## config.mk

```make
export PLATFORM = sky130hd
export DESIGN_NAME = spi_cmd_decoder
export DESIGN_NICKNAME = d
export VERILOG_FILES = /design/src/rtl/spi_cmd_decoder.sv
export SDC_FILE = /design/constraint.sdc
export NUM_CORES = 1
export LEC_CHECK = 0
export ABC_AREA = 1
export BUFFER_PORTS_ARGS = -buffer_cell sky130_fd_sc_hd__buf_4
export CORE_ASPECT_RATIO = 1.5
export CORE_MARGIN = 2
export CORE_UTILIZATION = 45
export DETAILED_ROUTE_END_ITERATION = 12
export MAX_ROUTING_LAYER = met4
export PLACE_DENSITY = 0.67
export SYNTH_ARGS = -nofsm -noshare
export SYNTH_HDL_FRONTEND = slang
export SYNTH_SLANG_ARGS = --single-unit
```

## constraint.sdc

```tcl
create_clock -name clk -period 1.5 [get_ports clk]
set_input_delay 0.3 -clock clk [delete_from_list [all_inputs] [get_ports clk]]
set_output_delay 0.3 -clock clk [all_outputs]
set_load 0.005 [all_outputs]
```

## src/rtl/spi_cmd_decoder.sv

```systemverilog
// spi_cmd_decoder: parses SPI command frames into cart memory bus cycles and MISO bytes.
// Define SPI_CMD_ID_EN to decode the 8'h9F device ID command.
module spi_cmd_decoder (
  input  logic        clk,
  input  logic        rst_n,
  input  logic        spi_cs_n,
  input  logic        spi_busy,
  input  logic [7:0]  spi_in_byte,
  output logic [7:0]  spi_out_byte,
  output logic [23:0] mem_addr,
  output logic [7:0]  mem_wdata,
  output logic        mem_we,
  output logic        mem_re,
  input  logic [7:0]  mem_rdata,
  output logic        cmd_err
);
  typedef enum logic [2:0] {IDLE, CMD, ADDR, WRITE, READ, ID, IGNORE} state_t;
`ifdef SPI_CMD_ID_EN
  localparam logic [23:0] ID_VALUE = 24'hC05E01;
  logic [1:0] idx, idx_n;
`endif
  state_t state, nxt;
  logic [1:0] busy_s, cs_s, cnt, cnt_n;
  logic busy_q, cs_q, re_q, rd, rd_n;
  logic [23:0] addr_n;
  logic [7:0] wdata_n, out_n;
  logic we_n, re_n, err_n;
  logic cs, cs_fall, done, op_ok, op_id;
  assign cs = cs_s[1];
  assign cs_fall = cs_q & ~cs;
  assign done = busy_q & ~busy_s[1];
  assign op_ok = spi_in_byte == 8'h02 || spi_in_byte == 8'h03;
`ifdef SPI_CMD_ID_EN
  assign op_id = spi_in_byte == 8'h9F;
`else
  assign op_id = 1'b0;
`endif
  always_ff @(posedge clk or negedge rst_n) begin
    if (!rst_n) begin
      state <= IDLE;
      busy_s <= 2'b00;
      busy_q <= 1'b0;
      cs_s <= 2'b11;
      cs_q <= 1'b1;
      cnt <= 2'd0;
      rd <= 1'b0;
      re_q <= 1'b0;
      spi_out_byte <= 8'hFF;
      mem_addr <= 24'd0;
      mem_wdata <= 8'd0;
      mem_we <= 1'b0;
      mem_re <= 1'b0;
      cmd_err <= 1'b0;
`ifdef SPI_CMD_ID_EN
      idx <= 2'd0;
`endif
    end else begin
      state <= nxt;
      busy_s <= {busy_s[0], spi_busy};
      busy_q <= busy_s[1];
      cs_s <= {cs_s[0], spi_cs_n};
      cs_q <= cs;
      cnt <= cnt_n;
      rd <= rd_n;
      re_q <= mem_re;
      spi_out_byte <= out_n;
      mem_addr <= addr_n;
      mem_wdata <= wdata_n;
      mem_we <= we_n;
      mem_re <= re_n;
      cmd_err <= err_n;
`ifdef SPI_CMD_ID_EN
      idx <= idx_n;
`endif
    end
  end
  always_comb begin
    nxt = state;
    if (cs) nxt = IDLE;
    else case (state)
      IDLE: nxt = cs_fall ? CMD : IDLE;
      CMD: if (done) nxt = op_ok ? ADDR : op_id ? ID : IGNORE;
      ADDR: if (done && cnt == 2'd2) nxt = rd ? READ : WRITE;
      default: nxt = state;
    endcase
  end
  // chip select high overrides any byte-done seen in the same cycle
  always_comb begin
    addr_n = mem_addr;
    wdata_n = mem_wdata;
    out_n = spi_out_byte;
    we_n = 1'b0;
    re_n = 1'b0;
    err_n = 1'b0;
    cnt_n = cnt;
    rd_n = rd;
`ifdef SPI_CMD_ID_EN
    idx_n = idx;
`endif
    if (cs) out_n = 8'hFF;
    else case (state)
      CMD: if (done) begin
        rd_n = spi_in_byte[0];
        cnt_n = 2'd0;
        err_n = !op_ok && !op_id;
        out_n = 8'hFF;
`ifdef SPI_CMD_ID_EN
        if (op_id) out_n = ID_VALUE[23:16];
        idx_n = 2'd1;
`endif
      end
      ADDR: if (done) begin
        addr_n = {mem_addr[15:0], spi_in_byte};
        cnt_n = cnt + 2'd1;
        re_n = cnt == 2'd2 && rd;
      end
      WRITE: begin
        if (mem_we) addr_n = mem_addr + 24'd1;
        if (done) begin
          wdata_n = spi_in_byte;
          we_n = 1'b1;
        end
      end
      READ: begin
        if (re_q) out_n = mem_rdata;
        if (done) begin
          addr_n = mem_addr + 24'd1;
          re_n = 1'b1;
        end
      end
`ifdef SPI_CMD_ID_EN
      ID: if (done) begin
        out_n = idx == 2'd1 ? ID_VALUE[15:8] : idx == 2'd2 ? ID_VALUE[7:0] : 8'hFF;
        idx_n = idx == 2'd3 ? 2'd3 : idx + 2'd1;
      end
`endif
      default: ;
    endcase
  end
endmodule

```

==> impl_metrics.yaml <==
detailed_routing:
  drt_iter0_drc: 128
  drtAntennaViolNets: 0
  dr.pass1.iters: 4
  viasPerCell: 5.05
  drc: 0
  drt-total-wl_mm: 8.15
  dr_total_vias: 3118
  post_drt_wl_per_cell_um: 13.2
placement:
  place_area_um2: 3910
  routabilityCongestion: 0.855
  port_buffers: 62
  dp_hpwl_mm: 5.58
logic_synthesis:
  synth.net_count: 461
  syn_avg_cell_area_um2: 7.30
  ys_ff_latch: 56
  ys_types: 29
  yosysWarnings: 0
  yosysSeqAreaShare_pct: 44.1
  synth_area_um2: 3210
  syn_inst: 439
timing:
  setup_slack_ps: -18.5
  holdWs_ps: 96.0
  finalSetupViolations: 3
  worst_slew_pin_slew_ps: 437
  fmaxAchievable_mhz: 659
  drv_slew: 0
  slew_headroom_pct: 70.8
  final.setup.tns_ps: -49.7
  timing_hold_violations_final: 0
  fin_crit_sh_pct: 101
  fin_crit_ps: 1520
  fin_skew_ps: 8.73
  rsz0062_at_grt: "yes"
grt:
  grt_pass1_vias: 2858
  grt_pass1_wl_mm: 12.8
  grt_max_degree: 34
  grt_util_met1_pct: 25.7
  met2_usage_pct: 36.5
  met3_usage_pct: 2.53
  grt-busiest-layer: "met2"
  grt_antenna_before_repair: 0
  grt.total_usage_pct: 21.3
  overflow: 0
hold_path:
  min_path_type: "in2reg"
critical_path:
  crit_path_max_fanout: 7
  worstPathArrival_ps: 1730
  cp.required_ps: 1710
  r2r_setup_slack_ps: -20
  startpoint_type: "flop"
  path_class: "reg2reg"
  crit_path_end_kind: "flop"
floorplanning:
  die_area_um2: 7830
  fp-row-count: 37
  io_pins: 63
  die_h_um: 107
  coreArea_um2: 6900
  dieWidth_um: 72.9
  start_util_pct: 46.5
cells_and_area:
  layout_commonest_cell: "nand2_1"
  multi_input_area_um2: 1650
  drive_above_1_share_pct: 34.1
  fin_util_pct: 62.9
  mostFrequentLayoutCells: "nand2_1 (135), buf_4 (94), nor2_1 (44)"
  fillers: 618
  regArea_um2: 1420
  nets: 560
  fin_area_um2: 4340
  num_antenna_cells: 0
  syn2layout_area_growth_pct: 35.2
power:
  p_per_area_nw_per_um2: 1860
  vdd_drop_max_mv: 0.992
  leakage_nw: 2.08
clock_network:
  cts_buffers: 5
  cts_max_level: 2
  cts_tree: "built"
  clockBufferDepth: 2
  clock_latency_ps: 310
  cts_sinks: 56
  clockRootBuffer: "clkbuf_8"
  clk_pin_slew_worst_paths_ps: 100
flow_run:
  maxCapViolCount: 0
outcome:
  status: "finished with violations"
  violations: "negative setup slack"
-- power by group --
| group | internal (W) | switching (W) | total, W |
|---|---|---|---|
| logic | 0.00211 | 0.00232 | 0.00443 |
| registers | 0.00211 | 0.000530 | 0.00264 |
| clock network | 0.000497 | 0.000486 | 0.000983 |
-- path summary, 6_finish.rpt --
| path | from | endpoint | cells past startpoint |
|---|---|---|---|
| max | state[2] | mem_addr[18] | 9 |
| min | spi_busy | busy_s[0] | 1 |
| max reg2reg | state[2] | mem_addr[18] | 9 |
| min reg2reg | cs_s[0] | cs_s[1] | 0 |
| max in group asynchronous | rst_n | mem_addr[4] | 3 |
| min in group asynchronous | rst_n | busy_s[0] | 2 |
-- cells in the mapped netlist --
cell / number / area share [%]
o22ai_1: 1 / 0.20
nand4_4: 1 / 0.66
inv_2: 6 / 0.70
ha_1: 2 / 0.78
nand4_1: 6 / 1.2
inv_1: 44 / 5.2
dfrtp_1: 45 / 35
clkbuf_1: 1 / 0.12
nor2_2: 5 / 0.98
nor2_1: 53 / 6.2
xor2_1: 4 / 1.1
clkbuf_2: 1 / 0.16
buf_6: 5 / 1.8
xnor2_1: 1 / 0.27
o21ai_2: 8 / 2.2
buf_4: 4 / 0.94
inv_4: 1 / 0.20
nand3_1: 41 / 6.4
buf_2: 1 / 0.16
dfstp_2: 11 / 9.0
a31oi_1: 1 / 0.20
nand2_2: 3 / 0.59
o21ai_1: 11 / 1.7
nor2_4: 4 / 1.4
nand2_4: 2 / 0.70
nand3b_1: 1 / 0.23
o21ai_0: 23 / 3.6
nand3_2: 2 / 0.62
nand2_1: 151 / 18
-- per-stage QoR --
stage | instances | total power, W | setup WS [ps]
after detailed placement | 592 | 0.00637 | -13.1
after floorplan | 439 | 0.00477 | 85.0
final | 617 | 0.00805 | -18.5
after CTS | 601 | 0.00738 | 15.2
after global routing | 617 | 0.00872 | -115
after global placement | 592 | 0.00632 | 56.2
-- flip-flops by register name, indices dropped and copies added, names as in the netlist --
signal,flops
cnt,2
mem_addr,24
spi_out_byte,8
busy_q,1
state,3
mem_we,1
re_q,1
mem_re,1
busy_s,2
cs_s,2
cs_q,1
rd,1
mem_wdata,8
cmd_err,1
-- what timing repair did --
action | CTS | global route
pin swaps | 0 | 8
buffers inserted | 0 | 11
endpoints found under the hold margin | 21 | 0
endpoints found under the setup margin | 3 | 39
resized for setup | 2 | 52
hold buffers | 1 | 0
gates cloned | 0 | 5
-- metal layers --
layer	vias up	wire, um
met4	0	185
li1	1579	-
met2	69	4340
met5	-	0
met3	14	253
met1	1456	3380
-- cell type report --
class | instances | share of cell area, %
clock buffer | 6 | 1.67
sequential | 56 | 32.7
multi-input combinational | 322 | 38.1
timing repair buffer | 102 | 19.8
tap | 78 | 2.25
inverter | 51 | 4.70
clock inverter | 2 | 0.808
-- worst max-delay path, cell delays in order (launching register included) --
cell       delay (ps)
dfrtp_2           460
inv_2              90
nand2_2            90
nor2_4            140
nand2_2            80
nand4_4           220
clkbuf_16         210
nor2_1             40
nand2_1            60
nand2_1            40
-- cells by family after synthesis --
family / share of synthesized area, %
AO/OA/AOI/OAI: 7.88
XOR/XNOR: 1.37
adder cells (fa/ha/maj): 0.781
buffers and inverters: 9.17
flip-flops: 44.1
AND/OR/NAND/NOR: 36.7
Note: power is estimated with default switching activity, not from simulation.
